$ cat src/rtl/pc_fetch.sv
// pc_fetch: PC register and single-outstanding instruction fetch sequencer.
// Optional PC_FETCH_MISALIGN_CHECK_EN faults misaligned PCs without a request.
`ifndef CPU_WIDTH
`define CPU_WIDTH 32
`endif

module pc_fetch #(
  parameter int unsigned     XLEN     = `CPU_WIDTH,
  parameter logic [XLEN-1:0] RESET_PC = 32'h8000_0000
) (
  input  logic            clk,
  input  logic            rst,
  input  logic [XLEN-1:0] next_pc,
  output logic [XLEN-1:0] curr_pc,
  output logic            pc_ena,
  output logic            imem_req_valid,
  input  logic            imem_req_ready,
  output logic [XLEN-1:0] imem_req_addr,
  input  logic            imem_resp_valid,
  input  logic [XLEN-1:0] imem_resp_data,
  input  logic            imem_resp_err,
  output logic            inst_valid,
  input  logic            inst_ready,
  output logic [XLEN-1:0] inst,
  output logic            inst_err
);

  typedef enum logic [1:0] {
    IDLE = 2'd0,
    REQ  = 2'd1,
    WAIT = 2'd2,
    HOLD = 2'd3
  } state_t;

  state_t state;
  state_t state_nxt;
  logic   misalign;

`ifdef PC_FETCH_MISALIGN_CHECK_EN
  assign misalign = |curr_pc[1:0];
`else
  assign misalign = 1'b0;
`endif

  assign imem_req_addr = curr_pc;

  always_comb begin
    state_nxt      = state;
    imem_req_valid = 1'b0;
    inst_valid     = 1'b0;
    pc_ena         = 1'b0;
    unique case (state)
      IDLE: state_nxt = REQ;
      REQ: begin
        if (misalign) begin
          state_nxt = HOLD;
        end else begin
          imem_req_valid = 1'b1;
          if (imem_req_ready) state_nxt = WAIT;
        end
      end
      WAIT: begin
        if (imem_resp_valid) state_nxt = HOLD;
      end
      HOLD: begin
        inst_valid = 1'b1;
        pc_ena     = inst_ready;
        if (inst_ready) state_nxt = REQ;
      end
    endcase
  end

  always_ff @(posedge clk or posedge rst) begin
    if (rst) begin
      state    <= IDLE;
      curr_pc  <= RESET_PC;
      inst     <= '0;
      inst_err <= 1'b0;
    end else begin
      state <= state_nxt;
      if (pc_ena) curr_pc <= next_pc;
      if (state == WAIT && imem_resp_valid) begin
        inst     <= imem_resp_data;
        inst_err <= imem_resp_err;
      end
      // a misaligned PC becomes a faulting null word without touching memory
      if (state == REQ && misalign) begin
        inst     <= '0;
        inst_err <= 1'b1;
      end
    end
  end

endmodule

$ cat config.mk
export PLATFORM = sky130hd
export DESIGN_NAME = pc_fetch
export DESIGN_NICKNAME = d
export VERILOG_FILES = /design/src/rtl/pc_fetch.sv
export SDC_FILE = /design/constraint.sdc
export NUM_CORES = 1
export LEC_CHECK = 0
export CORE_ASPECT_RATIO = 1.2
export CORE_MARGIN = 5
export CORE_UTILIZATION = 40
export DETAILED_ROUTE_END_ITERATION = 8
export HOLD_SLACK_MARGIN = 0.08
export PLACE_DENSITY = 0.95
export SETUP_SLACK_MARGIN = 0.5
export SLEW_MARGIN = 25
export SYNTH_ARGS = -nofsm -noshare
export SYNTH_HDL_FRONTEND = slang
export SYNTH_SLANG_ARGS = --single-unit
$ cat constraint.sdc
create_clock -name clk -period 3.2 [get_ports clk]
set_input_delay 0.64 -clock clk [delete_from_list [all_inputs] [get_ports clk]]
set_output_delay 0.64 -clock clk [all_outputs]
set_load 0.02 [all_outputs]
==> flow_metrics.tcl, run 1 <==
set metrics [dict create \
    run_status "completed" \
    synth_area_leaders "dfrtp_1 (59%), mux2_2 (26%), buf_4 (8.6%)" \
    count_of_antenna_violating_nets_left_after_detailed_routing 0 \
    post-dp-hpwl_um 5490 \
    dieWidth_um 86.3 \
    dr_total_vias 1961 \
    path_class "primary input to output port" \
    drv.max_cap_violation_count 0 \
    crit_chain "clkdlybuf4s50_1, nand2_1, inv_1, clkdlybuf4s50_1" \
    yosysSeqAreaShare_pct 60.1 \
    die_height_um 102 \
    drt_first_pass_iters 4 \
    leakage_uw 0.00194 \
    grt_first_pass_wirelength_um 10800 \
    grt_max_degree 38 \
    post-route-drc-count 0 \
    worst_pin_slew_ps 681 \
    critPathSlowestCell "clkdlybuf4s50_1" \
    worst_path_dominant_cell_family "buffers and inverters" \
    final_design_area_no_fill_sq_um 4560 \
    hold_path_depth 1 \
    synth.lib_cells_used.distinct 10 \
    synthesis.instances 186 \
    end_kind "output port" \
    yosys.area.top_type "dfrtp_1" \
    clock_tree.htree_level_count 3 \
    crit_arrival_ps 1870 \
    final-setup-viol-count 0 \
    die_area_sq_um 8760 \
    hold_viol 0 \
    min-delay-path-class "flip-flop to flip-flop" \
    io_buffers 169 \
    critical_path_depth 4 \
    timing.critical_path.from_type "primary input" \
    final_util_pct 66.9 \
    numClockSinks 67 \
    cp_max_fo 2 \
    initial_core_util_pct 41.0 \
    relSlewSlack_pct 54.6 \
    critPathBufInv 3 \
    synth-warning-count 0 \
    worstRegToRegCells 5 \
    cts_max_path_buffers 2 \
    worst_slack_placed_ps 674 \
    worst_path_most_repeated_cell "clkdlybuf4s50_1" \
    p_total_uw 5180 \
    grt_antenna_before_repair 0 \
    pin_count 170 \
    powerDensity_nw_per_um2 1140 \
    synth.ff_latch_count 67 \
    design.final.nets 405 \
    clk_root_buffer_cell "clkbuf_8" \
    layout_worst_path_cycle_share_pct 78.6 \
    rows 33 \
    detailedRoute.firstIterationViolations 33 \
    gp_congestion 0.778 \
    layout_setup_ws_ps 686 \
    timing_max_transition_violations_final 0 \
    via_count_of_the_first_global_routing_pass 2106 \
    fraction_of_final_layout_cells_sized_beyond_drive_strength_1_pct 25.4 \
    areaGrowthSynthToFinish_pct 63.1 \
    routed_wirelength_um 6980 \
    setup_total_negative_slack_ps 0 \
    n_fill_cell 506 \
    critPathRequiredTime_ps 2560 \
    crit_path_max_incr_delay_ps 620 \
    post-synth-top-area-fraction_pct 59.1 \
    detail_route.wl_per_cell_um 16.5 \
    number_of_buffers_created_by_cts 9 \
    antennaDiodeCount 0 \
    via_per_inst 4.65 \
    mappedNetlistArea_sq_um 2790 \
    clock-skew-final_ps 5.40 \
    achievable-frequency_ghz 0.398 \
    syn_area_per_cell_sq_um 15.0 \
    post_cts_hold_buffer_count 0 \
    design.core.area_sq_um 6810 \
    placed_area_sq_um 4360 \
    cts_repair_resize_count 0 \
    tritoncts_clock_tree "done" \
    cts_post_setup_buffers_inserted 0 \
    peakVddDrop_uv 560 \
    clock_insertion_delay_worst_skew_ps 330 \
    clock_slew_seen_by_the_registers_of_the_worst_setup_and_hold_paths_ps 60 \
    setup_repair_after_global_routing_missed_its_margin "no" \
    gr-total-overflow 0 \
    timing.final.crit_period_ps 2510 \
    synth.net_count 260 \
    grt_usage_pct 16.0 \
]
-- flip-flops by register name (all words and copies together), names as in the netlist --
register  flops
curr_pc      32
inst         32
state         2
inst_err      1
-- cells in the final DEF (no fill, tap or decap) --
cell             count
dfrtp_1             66
mux2i_1              2
clkdlybuf4s50_1    169
buf_12               1
a222oi_1             1
inv_2                1
buf_4                2
inv_1                6
nand2_1              2
ha_1                 4
clkinv_2             1
dfstp_2              1
clkbuf_8            14
mux2_2              65
-- per-stage QoR --
stage	hold slack, ps	cells
floorplan	560	186
global placement	487	407
detailed placement	494	407
CTS	508	422
global route	522	422
finish	505	422
-- cell type report --
class	count	area [sq um]	share of cell area [%]
inverters	7	26.3	0.577
clock inverters	1	5.00	0.110
flip-flops and latches	67	1680	36.8
repair buffers	172	1730	37.9
clock buffers	14	193	4.23
well taps	87	109	2.39
multi-input cells	74	820	18.0
-- synthesized netlist by cell type (all sizes together) --
master,instances
a222oi,1
buf,38
dfrtp,66
dfstp,1
ha,4
inv,7
mux2,65
mux2i,2
nand2,2
-- per-layer routing --
metal | wire length, um | share of wire [%] | track usage [%]
met1 | 2430 | 35 | 16.6
met2 | 3520 | 50 | 27.6
met3 | 893 | 13 | 7.73
met4 | 144 | 2.1 | 6.59
met5 | 0 | 0 | 0
-- worst register-to-register path: cells and delay by family, from the launching register on --
family | cells | cell delay (ps)
flip-flops | 1 | 390
adder cells (fa/ha/maj) | 1 | 210
multiplexers | 1 | 410
AND/OR/NAND/NOR | 1 | 60
buffers and inverters | 2 | 450
-- worst paths after layout --
kind                             from  slack [ps]        to
setup / recovery           inst_ready         690    pc_ena
hold / removal                inst[4]         510   inst[4]
setup reg to reg             state[0]        1550  inst[20]
hold reg to reg               inst[4]         510   inst[4]
max in group asynchronous         rst        1830  inst[24]
min in group asynchronous         rst         730  state[0]
-- cells by family (layout without fill, tap and decap cells) --
kind of cell    count (synthesis)  in the layout  synth area share (%)
mux                            67             67                  26.9
flops                          67             67                  60.1
buf+inv                        45            194                  10.6
fa+ha+maj                       4              4                  1.79
simple gates                    2              2                 0.269
compound gates                  1              1                 0.358
-- power breakdown --
part           switching [uW]  internal, uW  leakage [uW]
registers                 272          1290      0.000792
logic                    1370          1570       0.00105
clock network             297           382      0.000105
total                    1940          3240       0.00194
(Power assumes the default switching activity.)
==> run 2, diff against run 1 <==
--- a/config.mk
+++ b/config.mk
@@ -7,10 +7,10 @@
 export LEC_CHECK = 0
 export CORE_ASPECT_RATIO = 1.2
 export CORE_MARGIN = 5
-export CORE_UTILIZATION = 40
+export CORE_UTILIZATION = 34
 export DETAILED_ROUTE_END_ITERATION = 8
 export HOLD_SLACK_MARGIN = 0.08
-export PLACE_DENSITY = 0.95
+export PLACE_DENSITY = 0.88
 export SETUP_SLACK_MARGIN = 0.5
 export SLEW_MARGIN = 25
 export SYNTH_ARGS = -nofsm -noshare
==> constraint.sdc (replaced) <==
create_clock -name clk -period 2.3 [get_ports clk]
set_input_delay 0.46 -clock clk [delete_from_list [all_inputs] [get_ports clk]]
set_output_delay 0.46 -clock clk [all_outputs]
set_load 0.02 [all_outputs]
==> flow_metrics.tcl, run 2 (synthesized netlist as in run 1, its figures left out) <==
set metrics [dict create \
    final.hold.worst_slack_ps 500 \
    n_fill_cell 651 \
    die_area_sq_um 10100 \
    post_cts_hold_buffer_count 0 \
    drt_first_pass_iters 4 \
    relSlewSlack_pct 66.3 \
    crit_arrival_ps 1290 \
    placed_area_sq_um 4390 \
    worstRegToRegCells 4 \
    clock_insertion_delay_worst_skew_ps 330 \
    dieWidth_um 92.8 \
    mostFrequentLayoutCell "clkdlybuf4s50_1" \
    critPathBufInv 1 \
    timing.final.crit_period_ps 1750 \
    pin_count 170 \
    final-setup-viol-count 0 \
    numClockSinks 67 \
    tritoncts_clock_tree "done" \
    layout.cells.most_common_list "clkdlybuf4s50_1 (79), dfrtp_1 (66), mux2_2 (65)" \
    design.final.nets 405 \
    final_design_area_no_fill_sq_um 4690 \
    achievable-frequency_ghz 0.570 \
    drv.max_cap_violation_count 0 \
    peakVddDrop_uv 679 \
    hold_viol 0 \
    count_of_antenna_violating_nets_left_after_detailed_routing 0 \
    rows 36 \
    setup_repair_after_global_routing_missed_its_margin "no" \
    ff2ff_setup_slack_ps 690 \
    via_per_inst 4.59 \
    number_of_buffers_created_by_cts 9 \
    endpoint "inst[19]" \
    run_status "completed" \
    rr_startpoint "state[0]" \
    design.core.area_sq_um 8060 \
    detail_route.wl_per_cell_um 16.1 \
    gr-total-overflow 0 \
    routed_wirelength_um 6950 \
    leakage_uw 0.00248 \
    rr_endpoint "curr_pc[7]" \
    areaGrowthSynthToFinish_pct 68.0 \
    dr_total_vias 1980 \
    min-delay-path-class "flip-flop to flip-flop" \
    timing_max_transition_violations_final 0 \
    post-dp-hpwl_um 5280 \
    io_buffers 169 \
    clk_root_buffer_cell "clkbuf_8" \
    clock-skew-final_ps 8.75 \
    grt_usage_pct 13.3 \
    post-route-drc-count 0 \
    critPathRequiredTime_ps 1840 \
    clock_slew_seen_by_the_registers_of_the_worst_setup_and_hold_paths_ps 80 \
    cts_max_path_buffers 2 \
    timing.critical_path.from_type "flip-flop" \
    grt_first_pass_wirelength_um 10500 \
    worst_path_dominant_cell_family "buffers and inverters" \
    via_count_of_the_first_global_routing_pass 2123 \
    antennaDiodeCount 0 \
    initial_core_util_pct 34.7 \
    path_class "flip-flop to output port" \
    crit_chain "clkdlybuf4s50_1" \
    grt_antenna_before_repair 0 \
    grt_max_degree 68 \
    die_height_um 109 \
    worst_pin_slew_ps 506 \
    layout_worst_path_cycle_share_pct 76.2 \
    detailedRoute.firstIterationViolations 42 \
    clock_tree.htree_level_count 3 \
    crit_path_max_incr_delay_ps 620 \
    powerDensity_nw_per_um2 1510 \
    gp_congestion 0.707 \
    fraction_of_final_layout_cells_sized_beyond_drive_strength_1_pct 26.5 \
    end_kind "output port" \
    critical_path_depth 1 \
    cp_max_fo 2 \
    setup_total_negative_slack_ps 0 \
    reg_top3 "curr_pc x32, inst x32, state x2" \
    critPathSlowestCell "clkdlybuf4s50_1" \
    cp-startpoint "inst[19]" \
]
[run 2: changes by cell type in the layout (fill, tap and decap cells not counted), sizes merged]
cell / before / now
bufinv: 0 / 3
dlygate4sd2: 0 / 43
inv: 7 / 6
clkdlybuf4s50: 169 / 79
clkinvlp: 0 / 1
clkdlybuf4s15: 0 / 1
clkbuf: 14 / 13
buf: 3 / 4
dlymetal6s2s: 0 / 44
[run 2: timing repair]
action,4_1_cts,5_1_grt
setup endpoints to repair,51,47
gates resized for setup,49,48
gates cloned,0,0
buffers inserted,0,0
[run 2: metrics by stage]
stage	utilization, %	cells	worst slack, ps	total power (uW)
floorplan	-	186	610	4560
global placement	54.4	415	195	6230
detailed placement	54.4	415	195	6350
CTS	57.0	431	353	7310
global route	58.2	431	501	7480
finish	58.2	431	547	7100
[run 2: final cells by class]
cell class / count / area, sq um / share of cell area [%]
clock buffer: 12 / 165 / 3.52
clock inverter: 4 / 95.1 / 2.03
timing repair buffer: 172 / 1790 / 38.0
tap: 95 / 119 / 2.53
multi-input combinational: 74 / 822 / 17.5
inverter: 7 / 30.0 / 0.640
sequential: 67 / 1680 / 35.7
[run 2: worst min path at each step]
stage	startpoint	end	slack (ps)	depth (start not counted)
after floorplan	state[1]	state[1]	560	2
after global placement	inst[21]	inst[21]	490	1
after detailed placement	inst[0]	inst[0]	490	1
after CTS	inst[31]	inst[31]	510	1
after global routing	inst[31]	inst[31]	510	1
final	inst[6]	inst[6]	500	1
[run 2: routing by layer]
layer | share of wire [%] | up-vias | global-route usage, %
met5 | 0 | - | 0
met4 | 0.58 | 0 | 4.08
met3 | 11 | 4 | 5.82
met2 | 52 | 111 | 24.0
met1 | 36 | 979 | 13.9
li1 | - | 886 | -
[run 2: power by group]
group	internal (uW)	leakage, uW	switching (uW)
Clock	808	0.000133	435
Combinational	1820	0.00155	1900
Sequential	1790	0.000792	342
==> RTL change 1 (flow settings as in run 2) <==
Make the reset (`rst`) synchronous in one clocked block.
--- a/src/rtl/pc_fetch.sv
+++ b/src/rtl/pc_fetch.sv
@@ -70,7 +70,7 @@
     endcase
   end
 
-  always_ff @(posedge clk or posedge rst) begin
+  always_ff @(posedge clk) begin
     if (rst) begin
       state    <= IDLE;
       curr_pc  <= RESET_PC;
Function: differs if rst is asserted again (counterexample within 4 cycles, from zero or initial values and one cycle with rst high); with rst held inactive, the same outputs for 10 cycles.
==> RTL change 1 against run 2 <==
Sequential cell count did not move; cell area decreased by 3.4%; worst setup slack better by 0.0063 ns; synthesized area fell by 2.0%; wire length up 19%; clock skew fell by 0.0016 ns; die area shrank 1.8%; count of clock-buffer cells in the layout stayed put; non-clock buffer count up 1; global-route usage increased by 2.3 points; core utilization is 0.29 points higher; via count grew 32%; largest cell class unchanged; highest routed layer unchanged.
Power is not compared: it rests on default switching activity, and its combinational part moved more than twofold at a synthesized area within 25%.
==> RTL change 1: results (changes against run 2) <==
- Status: completed
- Max VDD drop: 0.460 mV
- GR Util met3: 0.0696 (+0.0114)
- Post-layout net count: 538 (+33%)
- Distinct cells, synth: 17 (+7)
- Min-Delay Startpoint: inst[20]$_SDFFE_PP0P_
- PortBufs: 169 (unchanged)
- Met2 Wirelength: 4350 um (+21%)
- Gr usage total: 0.155 (+0.0227)
- Largest net degree at the start of global routing: 35 (-49%)
- CTS resizes: 9 (-82%)
- Fill count: 632 (-2.9%)
- DR vias: 2608 (+32%)
- GR Layer Usage met1: 0.155 (+0.0152)
- Critical path's top delay family: buffers and inverters
- Synth area leaders: dfxtp_1 49%, nand2_1 18%, buf_4 9.6%
- Initial antenna violation count: 0 (unchanged)
- Setup crit start: curr_pc[31]$_SDFFE_PP1P_
- FF-to-FF path depth: 6 (+2)
- Depth of the CTS H-tree: 3 (unchanged)
- Post-Route Skew: 0.00716 ns (-0.00159 ns)
- Ys flop type: dfxtp_1
- DR top layer: met4
- Static leakage: 2.64 nW
- Hold Path End: inst[20]$_SDFFE_PP0P_
- Initial DRC count: 74 (+76%)
- RR Startpoint: state[0]$_SDFFE_PP0P_
- Critical path destination: imem_req_addr[31]
- Placed cells: 545 (+31%)
- Layout cells sized above 1: 0.0917 (-0.173)
- Sequential power share: 0.403
- Syn nets: 406 (+56%)
- Post-CTS Repair Setup Buffers: 0 (unchanged)
- Hold crit path type: reg -> reg
- Ys async rst share: 0 (-1.00)
- Routed WL: 8250 um (+19%)
- Vias in the first global route: 2595 (+22%)
- Max FO, Critical Path: 3 (+1)
- Post-synth top cells: 131 x nand2_1, 67 x dfxtp_1, 50 x a21oi_1
- Grt met2 use: 0.294 (+0.0543)
- Dpl hpwl: 6020 um (+14%)
- Hold depth: 2 (+1)
- First-pass GRT wire length: 12300 um (+17%)
- Routed length on met1: 3180 um (+26%)
- Slew headroom: 0.562 (-0.100)
- Data arrival, critical path: 1.29 ns (about the same)
- Worst R2R End: inst[13]$_SDFFE_PP0P_
- Met3 WL: 614 um (-22%)
- Sequential share of the synthesized area: 0.490 (-0.111)
- Gpl congestion: 0.711 (+0.48%)
- Syn Inst Count: 332 (+78%)
- Vias/cell: 4.65 (+1.2%)
- Slowest cell on crit path: clkdlybuf4s50_1
- Register-to-register path setup slack: 0.85 ns (+0.16 ns)
- Switching share of power: 0.311
-- RTL change 1: layout make-up --
type	count	area [um2]	area share
repair buffers	173	1860	0.409
flip-flops and latches	67	1340	0.296
multi-input cells	210	998	0.220
clock buffers	12	165	0.0364
well taps	92	115	0.0254
clock inverters	4	47.5	0.0105
inverters	3	11.3	0.00248
-- RTL change 1: stage by stage --
step | utilization | setup slack (ns) | total power [mW] | instance area [um2] | hold WS [ns]
global placement | 0.541 | 0.130 | 2.35 | 4200 | 0.441
CTS | 0.567 | 0.369 | 3.39 | 4400 | 0.456
global route | 0.585 | 0.470 | 3.50 | 4540 | 0.477
floorplan | - | 0.765 | 1.98 | 2740 | 0.485
detailed placement | 0.541 | 0.136 | 2.38 | 4200 | 0.449
finish | 0.585 | 0.553 | 3.33 | 4540 | 0.457
-- RTL change 1: kinds of logic after synthesis --
kind of cell | share of synthesized area
and+or+nand+nor | 0.197
AOI/OAI and AO/OA | 0.150
DFF | 0.490
buffers and inverters | 0.145
adders and majority gates | 0.0183
==> RTL change 2 (settings of run 2) <==
Without the edit above. `RESET_PC`: 32'h8000_0000 -> 32'h60000000.
--- a/src/rtl/pc_fetch.sv
+++ b/src/rtl/pc_fetch.sv
@@ -6,7 +6,7 @@
 
 module pc_fetch #(
   parameter int unsigned     XLEN     = `CPU_WIDTH,
-  parameter logic [XLEN-1:0] RESET_PC = 32'h8000_0000
+  parameter logic [XLEN-1:0] RESET_PC = 32'h60000000
 ) (
   input  logic            clk,
   input  logic            rst,
Function: changed (Yosys sat finds a counterexample within 4 cycles, from zero or initial values and one cycle with rst high).
==> RTL change 2 against run 2 <==
Via count is 1.3% lower; worst setup slack worse by 0.010 ns; clock power is 23% lower; synthesized area hardly changed; sequential cell count stayed put; cell area is 1.8% lower; cell count stayed put; wire length is 0.22% lower; total power is 4.2% lower; hold slack worse by 0.0013 ns; maximum frequency is 0.56% lower; critical path type unchanged; largest power group unchanged.
==> RTL change 2: results (changes against run 2) <==
- Largest stage delay on the critical path: 0.61 ns
- Routed WL: 6940 um (-0.22%)
- Initial DRC count: 25 (-40%)
- Ys flop type: dfrtp_1
- Largest net degree at the start of global routing: 68 (unchanged)
- Sequential share of the synthesized area: 0.601 (about the same)
- Vias/cell: 4.53 (-1.3%)
- Post-synth top cells: 65 x dfrtp_1, 65 x mux2_2, 32 x buf_4
- Gr usage total: 0.136 (+0.00339)
- Status: completed
- CTS max path bufs: 2 (unchanged)
- Synth area leaders: dfrtp_1 58%, mux2_2 26%, buf_4 8.6%
- Synth warn: 0 (unchanged)
- Slowest cell on crit path: clkdlybuf4s50_1
- Max FO, Critical Path: 2 (unchanged)
- Post-CTS Repair Setup Buffers: 0 (unchanged)
- Vias in the first global route: 2144 (+0.99%)
- Worst R2R End: curr_pc[12]$_DFFE_PP0P_
- CTS Buf Count: 9 (unchanged)
- Data arrival, critical path: between 1 and 1.5 ns
- Max VDD drop: 0.633 mV (-6.8%)
- Seq group: 2.15 mW
- Hold depth: 1 (unchanged)
- Dpl hpwl: 5220 um (-1.2%)
- Slew headroom: 0.664 (+0.00123)
- Clock-net power: 0.960 mW (-23%)
- Layout cells sized above 1: 0.268 (+0.00298)
- RR Startpoint: state[0]$_DFFE_PP0P_
- Hold Path End: inst[9]$_DFFE_PP0P_
- Static leakage: 2.42 nW (-2.2%)
- Distinct cells, synth: 10 (unchanged)
- Regs by FF count: curr_pc: 32 flops, inst: 32 flops, state: 2 flops
- First-pass GRT wire length: 10700 um (+2.5%)
- Net Switching: 2.69 mW (+0.51%)
- Post-Route Skew: 0.00820 ns (-0.000550 ns)
- 1st-pass router iterations: 4 (unchanged)
- Initial antenna violation count: 0 (unchanged)
- Min-Delay Startpoint: inst[9]$_DFFE_PP0P_
- Gpl congestion: 0.637 (-9.9%)
- Latest clock arrival within the worst-skew pair: 0.34 ns
- Setup crit start: inst[6]$_DFFE_PP0P_
- PortBufs: 169 (unchanged)
- Ys async rst share: 1.00 (unchanged)
- Dpl cell area: 0.00439 mm2 (about the same)
- Inserted Diodes: 0 (unchanged)
- Int Power: 4.11 mW (-7.0%)
- Hold crit path type: reg -> reg
==> RTL change 2: cell types whose count changed in the layout (fill, tap and decap cells not counted), sizes merged <==
cell,run 2,this run
clkdlybuf4s15,1,0
dfstp,1,2
dlygate4sd2,43,48
dlymetal6s2s,44,41
clkinvlp,1,2
clkdlybuf4s50,79,77
dfrtp,66,65
bufinv,3,1
clkinv,1,3
==> RTL change 2: cell families after synthesis <==
group	count (synthesis)	share of synthesized area
flops	67	0.601
buf+inv	45	0.106
compound gates	1	0.00358
mux	67	0.269
simple gates	2	0.00269
fa+ha+maj	4	0.0179
==> RTL change 2: per-stage QoR <==
stage	hold slack, ns	instances	util	setup WS (ns)
finish	0.499	431	0.572	0.537
global route	0.525	431	0.572	0.500
CTS	0.508	431	0.561	0.352
global placement	0.486	415	0.544	0.178
floorplan	0.560	186	-	0.610
detailed placement	0.491	415	0.544	0.172
==> RTL change 2: worst max path at each step <==
| stage | cells after the start | slack, ns | end |
|---|---|---|---|
| floorplan | 4 | 0.61 | pc_ena |
| global placement | 4 | 0.18 | pc_ena |
| detailed placement | 4 | 0.17 | pc_ena |
| CTS | 4 | 0.35 | pc_ena |
| global route | 1 | 0.50 | inst[8] |
| finish | 1 | 0.54 | inst[6] |
==> RTL change 2: layout make-up <==
type / count / area (um2)
inverter: 7 / 30.0
timing repair buffer: 172 / 1770
clock inverter: 5 / 52.6
sequential: 67 / 1680
fill: 650 / 3450
clock buffer: 11 / 141
multi-input combinational: 74 / 822
tap: 95 / 119
==> RTL change 2: layer usage <==
layer / share of wire / track usage
met5: 0 / 0
met3: 0.12 / 0.0637
met4: 0.014 / 0.0534
met1: 0.35 / 0.143
met2: 0.51 / 0.236
==> RTL change 2: timing repair <==
item,in CTS,in global routing
hold buffers,0,0
gates resized for setup,54,46
endpoints found under the setup margin,57,44
